==> src/rtl/fetch_pkg.sv <==
`default_nettype none
// +----------------------------------------------------------------------+
// | fetch_pkg                                                            |
// | Shared types and constants for the instruction fetch sequencer.      |
// | Revision: 1.0                                                        |
// +----------------------------------------------------------------------+
package fetch_pkg;

  // Width of one instruction word.
  localparam int INST_W = 32;

  // Program counter value loaded on reset unless overridden.
  localparam int DEFAULT_RESET_PC = 0;

  // Sequencer states.
  typedef enum logic [2:0] {
    S_IDLE  = 3'd0,
    S_FETCH = 3'd1,
    S_HOLD  = 3'd2,
    S_DROP  = 3'd3,
    S_FAULT = 3'd4
  } state_e;

endpackage
`default_nettype wire

==> src/rtl/fetch_sequencer_if.sv <==
`default_nettype none
// +----------------------------------------------------------------------+
// | fetch_sequencer_if                                                   |
// | Instruction-memory request/acknowledge bus.                          |
// | Revision: 1.0                                                        |
// +----------------------------------------------------------------------+
interface fetch_sequencer_if #(
  parameter int ADDR_W = 32
);

  logic                        imem_req;
  logic [ADDR_W-1:0]           imem_addr;
  logic                        imem_ack;
  logic [fetch_pkg::INST_W-1:0] imem_rdata;

  // Sequencer side: issues requests, receives data.
  modport master (
    output imem_req,
    output imem_addr,
    input  imem_ack,
    input  imem_rdata
  );

  // Memory side: receives requests, returns data.
  modport slave (
    input  imem_req,
    input  imem_addr,
    output imem_ack,
    output imem_rdata
  );

endinterface
`default_nettype wire

==> src/rtl/fetch_sequencer.sv <==
`default_nettype none
// +----------------------------------------------------------------------+
// | fetch_sequencer                                                      |
// | Owns the PC, issues one instruction-memory request at a time and     |
// | hands each fetched word plus its PC to decode. Redirects from        |
// | execute take priority and squash in-flight or held fetches.          |
// | Revision: 1.0                                                        |
// +----------------------------------------------------------------------+
module fetch_sequencer
  import fetch_pkg::*;
#(
  parameter int                ADDR_W     = 32,
  parameter logic [ADDR_W-1:0] RESET_PC   = ADDR_W'(DEFAULT_RESET_PC),
  parameter int                IMEM_DEPTH = 32
) (
  input  logic                clk,
  input  logic                rst_n,
  fetch_sequencer_if.master   imem,
  output logic                inst_valid,
  input  logic                inst_ready,
  output logic [INST_W-1:0]   inst,
  output logic [ADDR_W-1:0]   inst_pc,
  input  logic                redirect_valid,
  input  logic [ADDR_W-1:0]   redirect_pc,
  output logic                fetch_fault
);

  localparam logic [ADDR_W-1:0] c_imem_depth = ADDR_W'(IMEM_DEPTH);

  // Where a fresh fetch of 'pc' goes: issue it, or park in FAULT when
  // the address lies beyond the populated memory.
  function automatic state_e launch_state(input logic [ADDR_W-1:0] pc);
    return (pc >= c_imem_depth) ? S_FAULT : S_FETCH;
  endfunction

  state_e              state_q, state_d;
  logic [ADDR_W-1:0]   pc_q, pc_d;
  logic [ADDR_W-1:0]   addr_q, addr_d;
  logic [INST_W-1:0]   inst_q, inst_d;
  logic [ADDR_W-1:0]   inst_pc_q, inst_pc_d;
  logic                inst_valid_q, inst_valid_d;
  logic                fault_q, fault_d;

  // Next-state, PC, request address and output-holding-register logic.
  always_comb begin
    state_d      = state_q;
    pc_d         = pc_q;
    addr_d       = addr_q;
    inst_d       = inst_q;
    inst_pc_d    = inst_pc_q;
    inst_valid_d = inst_valid_q;

    if (redirect_valid) begin
      // A redirect overrides everything; an outstanding request must
      // still see its ack, so FETCH/DROP without ack park in DROP.
      pc_d         = redirect_pc;
      inst_valid_d = 1'b0;
      case (state_q)
        S_FETCH, S_DROP: state_d = imem.imem_ack ? launch_state(redirect_pc) : S_DROP;
        default:         state_d = launch_state(redirect_pc);
      endcase
    end else begin
      case (state_q)
        S_IDLE: state_d = launch_state(pc_q);
        S_FETCH: begin
          if (imem.imem_ack) begin
            inst_d       = imem.imem_rdata;
            inst_pc_d    = pc_q;
            inst_valid_d = 1'b1;
            pc_d         = pc_q + 1'b1;
            state_d      = S_HOLD;
          end
        end
        S_HOLD: begin
          if (inst_ready) begin
            inst_valid_d = 1'b0;
            state_d      = launch_state(pc_q);
          end
        end
        S_DROP: begin
          // Squashed request completes; its data is simply not captured.
          if (imem.imem_ack) begin
            state_d = launch_state(pc_q);
          end
        end
        S_FAULT: state_d = S_FAULT;
        default: state_d = S_IDLE;
      endcase
    end

    // The request address is captured whenever a new FETCH begins and
    // left untouched through DROP so the pending request stays stable.
    if (state_d == S_FETCH) begin
      addr_d = pc_d;
    end
  end

  // Fault flag mirrors residence in FAULT, registered alongside the state.
  always_comb begin
    fault_d = (state_d == S_FAULT);
  end

  // State and datapath registers with asynchronous active-low reset.
  always_ff @(posedge clk or negedge rst_n) begin
    if (!rst_n) begin
      state_q      <= S_IDLE;
      pc_q         <= RESET_PC;
      addr_q       <= '0;
      inst_q       <= '0;
      inst_pc_q    <= '0;
      inst_valid_q <= 1'b0;
      fault_q      <= 1'b0;
    end else begin
      state_q      <= state_d;
      pc_q         <= pc_d;
      addr_q       <= addr_d;
      inst_q       <= inst_d;
      inst_pc_q    <= inst_pc_d;
      inst_valid_q <= inst_valid_d;
      fault_q      <= fault_d;
    end
  end

  assign imem.imem_req  = (state_q == S_FETCH) || (state_q == S_DROP);
  assign imem.imem_addr = addr_q;
  assign inst_valid     = inst_valid_q;
  assign inst           = inst_q;
  assign inst_pc        = inst_pc_q;
  assign fetch_fault    = fault_q;

endmodule
`default_nettype wire

==> src/flat_wrapper.sv <==
// flat-port wrapper written by rule: the top's interface ports become plain ports
module fetch_sequencer_flat import fetch_pkg::*;
#(
  parameter int                ADDR_W     = 32,
  parameter logic [ADDR_W-1:0] RESET_PC   = ADDR_W'(DEFAULT_RESET_PC),
  parameter int                IMEM_DEPTH = 32
)
  (clk, rst_n, inst_valid, inst_ready, inst, inst_pc, redirect_valid, redirect_pc, fetch_fault, imem_imem_req, imem_imem_addr, imem_imem_ack, imem_imem_rdata);
  fetch_sequencer_if #(.ADDR_W(ADDR_W)) imem_i ();
  input  logic clk;
  input  logic rst_n;
  output logic inst_valid;
  input  logic inst_ready;
  output logic [INST_W-1:0] inst;
  output logic [ADDR_W-1:0] inst_pc;
  input  logic redirect_valid;
  input  logic [ADDR_W-1:0] redirect_pc;
  output logic fetch_fault;
  output wire logic [$bits(imem_i.imem_req)-1:0] imem_imem_req;
  output wire logic [$bits(imem_i.imem_addr)-1:0] imem_imem_addr;
  input wire logic [$bits(imem_i.imem_ack)-1:0] imem_imem_ack;
  input wire logic [$bits(imem_i.imem_rdata)-1:0] imem_imem_rdata;
  assign imem_imem_req = imem_i.imem_req;
  assign imem_imem_addr = imem_i.imem_addr;
  assign imem_i.imem_ack = imem_imem_ack;
  assign imem_i.imem_rdata = imem_imem_rdata;
  fetch_sequencer #(.ADDR_W(ADDR_W), .RESET_PC(RESET_PC), .IMEM_DEPTH(IMEM_DEPTH)) u_core (.clk(clk), .rst_n(rst_n), .imem(imem_i), .inst_valid(inst_valid), .inst_ready(inst_ready), .inst(inst), .inst_pc(inst_pc), .redirect_valid(redirect_valid), .redirect_pc(redirect_pc), .fetch_fault(fetch_fault));
endmodule
==> config.mk <==
export PLATFORM = sky130hd
export DESIGN_NAME = fetch_sequencer_flat
export DESIGN_NICKNAME = d
export VERILOG_FILES = /design/src/rtl/fetch_pkg.sv /design/src/rtl/fetch_sequencer_if.sv /design/src/rtl/fetch_sequencer.sv /design/src/flat_wrapper.sv
export SDC_FILE = /design/constraint.sdc
export NUM_CORES = 1
export LEC_CHECK = 0
export CAP_MARGIN = 10
export CORE_MARGIN = 2
export CORE_UTILIZATION = 46
export DETAILED_ROUTE_END_ITERATION = 12
export GPL_TIMING_DRIVEN = 0
export PLACE_DENSITY = 0.77
export SYNTH_ARGS = -nofsm -noshare
export SYNTH_HDL_FRONTEND = slang
export SYNTH_SLANG_ARGS = --single-unit
==> constraint.sdc <==
create_clock -name clk -period 2.3 [get_ports clk]
set_input_delay 0.345 -clock clk [delete_from_list [all_inputs] [get_ports clk]]
set_output_delay 0.345 -clock clk [all_outputs]
set_load 0.005 [all_outputs]
# [Yosys cells after proc, flatten, opt, wreduce, memory -nomap -nowiden]
# Index checks and enable logic that the tools add are counted.
[word_totals] input_bits=69 word_cells=41 out_inout_bits=99 reg_bits=133
[op_classes] n_addsub=1 mux=16 bitwise_logic=1 order_cmp=2 eq_ne=8 reduce_logical=6
[op_table] cell="$mux W32" count=3
[op_table] cell="$ge A32 B6 Y1 const B" count=2
[op_table] cell="$add A32 B1 Y32 const B" count=1
[op_table] cell="$mux W3" count=8
[op_table] cell="$pmux W3 S5" count=1
[op_table] cell="$eq A3 B1 Y1 const B" count=2
[op_table] cell="$eq A3 B2 Y1 const B" count=2
[op_table] cell="$eq A3 B3 Y1 const B" count=2
[op_table] cell="$ne A3 B3 Y1 const B" count=2
[op_table] cell="$reduce_and A3 Y1" count=2
[op_table] cell="$logic_not A3 Y1" count=1
[op_table] cell="$mux W1" count=3
[op_table] cell="$reduce_bool A3 Y1" count=1
[op_table] cell="$pmux W1 S2" count=1
[op_table] cell="$reduce_or A2 Y1" count=1
[op_table] cell="$logic_or A1 B1 Y1" count=1
[op_table] cell="$not A1 Y1" count=1

# [Logic depth before layout (Yosys ltp)]
[logic_depth] ltp_word=6 ltp_mapped=7 depth_no_buf=6

# [Worst setup path before layout]
# Ideal clock, no wire load.
[synth_timing] path_type="register to register" start="register u_core.pc_q[21]" end="register u_core.addr_q[22], in the netlist u_core.imem.imem_addr[22]" arrival_time_ns=1.909 setup_time_ns=0.125 path_buffers=2 stages_incl_launch_ff=8 required_ns=2.175 slack_ns=0.266 synth_period_minus_slack_ns=2.034 path_cell_list="dfrtp_1 buf_6 nor4_4 nand4_2 a2111oi_4 o21ai_2 buf_4 mux2_4"
[synth_between] elab_chain_cells=6 elab_cells_between_ends=11 classes_between="add/sub (1); order compare (1); eq/ne (1); mux (8)"
[synth_rtl] item="start, declared" line_no="fetch_sequencer.sv:37" text="logic [ADDR_W-1:0] pc_q, pc_d;"
[synth_rtl] item="start signal, assigned" line_no="fetch_sequencer.sv:115" text="pc_q <= pc_d;"
[synth_rtl] item="$ge A32 B6 Y1" line_no="fetch_sequencer.sv:33" text="return (pc >= c_imem_depth) ? S_FAULT : S_FETCH;"
[synth_rtl] item="$mux W3" line_no="fetch_sequencer.sv:33"
[synth_rtl] item="$mux W3, on equally long branches" line_no="fetch_sequencer.sv:82, fetch_sequencer.sv:75"
[synth_rtl] item="$pmux W3 S5" line_no="fetch_sequencer.sv:63" text="case (state_q)"
[synth_rtl] item="$mux W3" line_no="fetch_sequencer.sv:53" text="if (redirect_valid) begin"
[synth_rtl] item="$eq A3 B1 Y1" line_no="fetch_sequencer.sv:93" text="if (state_d == S_FETCH) begin"
[synth_rtl] item="end signal, assigned" line_no="fetch_sequencer.sv:116" text="addr_q <= addr_d;"
[synth_rtl] item="end, declared" line_no="fetch_sequencer.sv:38" text="logic [ADDR_W-1:0] addr_q, addr_d;"
# Several ways; a longest one is shown, not always the timed one.
# A chain may end at the register's enable or synchronous reset.

# [Worst setup path after layout]
[layout_timing] start="input redirect_valid" end="register u_core.addr_q[8], in the netlist u_core.imem.imem_addr[8]"
[layout_between] elab_chain_cells=2 elab_cells_between_ends=3 classes_between="eq/ne (1); mux (2)"
[layout_rtl] item="start, declared" line_no="flat_wrapper.sv:16" text="input logic redirect_valid;"
[layout_rtl] item="$mux W3" line_no="fetch_sequencer.sv:53"
[layout_rtl] item="$eq A3 B1 Y1" line_no="fetch_sequencer.sv:93"
# Several ways; a longest one is shown, not always the timed one.

==> impl_metrics.toml <==
[outcome]
status = "completed"

[power]
p_per_area_nw_per_um2 = 660
p_leak_nw = 3.73
p_total_mw = 5.71
irDropWorstVdd_uv = 503

[sta]
max-slew-margin-rel = 0.650
layout_worst_path_cycle_share = 0.984
worstMarginPinSlew_ns = 0.526
tns_ns = 0
fin_worst_skew_ns = 0.0131
grt_setup_unrepaired = "yes"
fmax_mhz = 442
min_period_ns = 2.26
hold_violations = 0
setup-violations-final = 0
drv_slew = 0

[routing]
drt-initial-drc-count = 418
antenna_left = 0
wl_met1_um = 6910
top_layer = "met4"
drt_wl_total_um = 16300
wl_met2_um = 7870
num_vias = 4818
first_pass_iters = 6
via_per_inst = 5.56
post-route-drc-count = 0
dr_wl_met3_um = 1120
avgRoutedWirePerCell_um = 18.8

[worst_setup_path]
endpoint_kind = "flop"
critPathArrivalTime_ns = 2.56
crit_type = "input pin to flop"
worstPathCellList = "clkdlybuf4s50_1 -> clkbuf_4 -> nor4b_1 -> nand4_1 -> o21bai_2 -> o21ai_4 -> buf_6 -> mux2_1"
critPathLaunchType = "input pin"
critPathMaxFanout = 10
r2r_cells = 6
worst_path_max_delay_cell = "clkdlybuf4s50_1"
required_ns = 2.60
max_stage_delay_ns = 0.51

[logic_synthesis]
synth_cell_types = 49
synth_nets = 561
syn_inst = 490
synthesis.area_um2 = 6040
ys_warn_count = 0
ys_seq_area_frac = 0.551
synth.avg_cell_area_um2 = 12.3
ys_ff_latch = 133

[floorplanning]
ios = 168
fp-row-count = 41
initial_core_util = 0.475
dieArea_um2 = 14100
coreArea_um2 = 12700
dieWidth_um = 119
dieHeight_um = 119

[cells_and_area]
stdcell_area_um2 = 8660
synthToLayoutAreaGrowth_pct = 43.2
drive_gt1_frac = 0.229
antenna_cells = 0
layout.cells.non_filler = 867
finish.net_count = 753

[global_route]
grt_pass1_vias = 4879
antenna_found_initial = 0
grt_overflow = 0
grt_max_degree = 87
grt_pass1_wl_um = 26200
track_usage = 0.238

[clocking]
cts_buffers = 17
cts_tree = "built"
cts.sinks = 133
htreeDepth = 4
clock-root-buffer = "clkbuf_16"
clockBufferDepth = 2
cts.reportedPaths.clkPinSlew_ns = 0.06
clock_latency_ns = 0.43

[place]
hpwl_um = 11800
place_congestion = 0.889
placed_area_um2 = 7960
dp.cells = 830
port_buffers = 167

[min_path]
hp-class = "input pin to asynchronous set/reset pin"

[flow_run]
cap_violations = 0
-- layer usage --
metal / vias to the layer above / GRT usage
met1: 2344 / 0.317
met3: 31 / 0.0584
met4: 0 / 0.0915
met5: - / 0
li1: 2207 / -
met2: 236 / 0.376
-- final cells by class --
cell class                      instances  area (um2)
Clock buffer                           19         453
Multi-Input combinational cell        314        2570
Clock inverter                         13         121
Timing Repair Buffer                  173        1740
Inverter                               14        52.6
Tap cell                              172         215
Buffer                                 29         170
Fill cell                            1010        4070
Sequential cell                       133        3330
-- state kept, by name (all words and copies together) (netlist names) --
name,count
u_core.imem.imem_addr,32
u_core.inst,32
u_core.inst_pc,32
u_core.pc_q,32
u_core.state_q,3
u_core.fetch_fault,1
u_core.inst_valid,1
-- what timing repair did --
action,in CTS,in global routing
pin swaps,0,2
endpoints found under the setup margin,86,33
hold endpoints to repair,47,0
resized for setup,6,13
hold buffers,1,0
setup buffers,1,3
-- critical path: cells and delay by family --
family,cells,cell delay [ns]
AO/OA/AOI/OAI,2,0.40
multiplexers,1,0.32
buffers and inverters,3,0.94
AND/OR/NAND/NOR,2,0.54
-- cell usage after synthesis, drive strengths merged --
| master | instances | area (um2) |
|---|---|---|
| nand3 | 18 | 103 |
| o221a | 2 | 22.5 |
| or4 | 11 | 86.3 |
| and4bb | 1 | 12.5 |
| nand2b | 1 | 6.26 |
| or2 | 2 | 12.5 |
| xnor2 | 6 | 52.6 |
| o31a | 7 | 61.3 |
| dfrtp | 133 | 3330 |
| clkbuf | 11 | 41.3 |
| ha | 2 | 25.0 |
| inv | 14 | 52.6 |
| nor3b | 1 | 7.51 |
| buf | 18 | 119 |
| and4 | 4 | 35.0 |
| or3 | 2 | 12.5 |
| xor2 | 4 | 35.0 |
| nor2 | 16 | 60.1 |
| nor3 | 11 | 55.1 |
| nor4b | 2 | 17.5 |
| nand4 | 12 | 81.3 |
| o31ai | 7 | 52.6 |
| a31oi | 10 | 68.8 |
| o211ai | 4 | 30.0 |
| nor4 | 23 | 165 |
| o21bai | 1 | 7.51 |
| a2111oi | 1 | 27.5 |
| nand2 | 28 | 105 |
| and2 | 4 | 25.0 |
| nand4bb | 1 | 11.3 |
| a21oi | 11 | 55.1 |
| mux2 | 89 | 1050 |
| o21ai | 16 | 83.8 |
| o2bb2ai | 10 | 87.6 |
| o221ai | 1 | 8.76 |
| and3 | 5 | 31.3 |
| o41a | 1 | 11.3 |
-- power by group --
| group | total, mW | switching (mW) | leakage (nW) | internal [mW] |
|---|---|---|---|---|
| Clock | 2.60 | 1.05 | 0.269 | 1.55 |
| Combinational | 0.537 | 0.235 | 1.72 | 0.302 |
| Sequential | 2.57 | 0.130 | 1.74 | 2.44 |
| Total | 5.71 | 1.42 | 3.73 | 4.29 |
-- through the flow --
step | hold WS, ns | utilization | worst slack (ns)
after global placement | 0.475 | 0.623 | -4.10
after CTS | 0.430 | 0.674 | 0.0107
after global routing | 0.450 | 0.680 | -0.0271
after detailed placement | 0.308 | 0.626 | -0.730
after floorplan | 0.0494 | - | 0.266
final | 0.404 | 0.680 | 0.0374
-- kinds of logic after synthesis --
group                      share of synthesized area
AOI/OAI and AO/OA                             0.0855
xor gates and xnor gates                      0.0145
adders and majority gates                    0.00414
buffers and inverters                         0.0352
DFF                                            0.551
muxes                                          0.173
and+or+nand+nor                                0.137
-- layout by cell type (no fill, tap or decap), types with 3 or more instances in the layout --
| master | Yosys | routed |
|---|---|---|
| inv_1 | 14 | 14 |
| nor2_1 | 16 | 15 |
| nand3_1 | 17 | 16 |
| inv_6 | 0 | 4 |
| mux2_4 | 12 | 12 |
| xor2_1 | 4 | 4 |
| xnor2_1 | 6 | 6 |
| or4_1 | 10 | 10 |
| o211ai_1 | 4 | 4 |
| nor3_1 | 11 | 11 |
| and3_1 | 5 | 5 |
| clkbuf_1 | 11 | 9 |
| nor4_1 | 21 | 16 |
| nand2_1 | 28 | 28 |
| a31oi_1 | 9 | 9 |
| o31a_1 | 7 | 7 |
| o31ai_1 | 7 | 7 |
| o2bb2ai_1 | 10 | 10 |
| buf_4 | 2 | 6 |
| nor4_2 | 1 | 5 |
| dfrtp_1 | 133 | 132 |
| and4_1 | 4 | 4 |
| clkdlybuf4s50_1 | 0 | 166 |
| o21ai_0 | 15 | 15 |
| buf_2 | 11 | 8 |
| nand4_1 | 11 | 11 |
| mux2_1 | 10 | 10 |
| clkbuf_4 | 0 | 3 |
| a21oi_1 | 11 | 11 |
| and2_1 | 4 | 4 |
| buf_6 | 4 | 5 |
| clkbuf_16 | 0 | 17 |
| mux2_2 | 67 | 67 |
| clkinvlp_4 | 0 | 5 |
-- worst paths after layout --
check,startpoint,end,slack (ns)
max,redirect_valid,u_core.imem.imem_addr[8],0.04
min,rst_n,u_core.inst_pc[18],0.40
max reg2reg,u_core.pc_q[16],u_core.imem.imem_addr[8],0.05
min reg2reg,u_core.imem.imem_addr[15],u_core.imem.imem_addr[15],0.49
max in group asynchronous,rst_n,u_core.pc_q[5],1.12
min in group clk,u_core.imem.imem_addr[15],u_core.imem.imem_addr[15],0.49
Power figures use the tool's default switching activity.
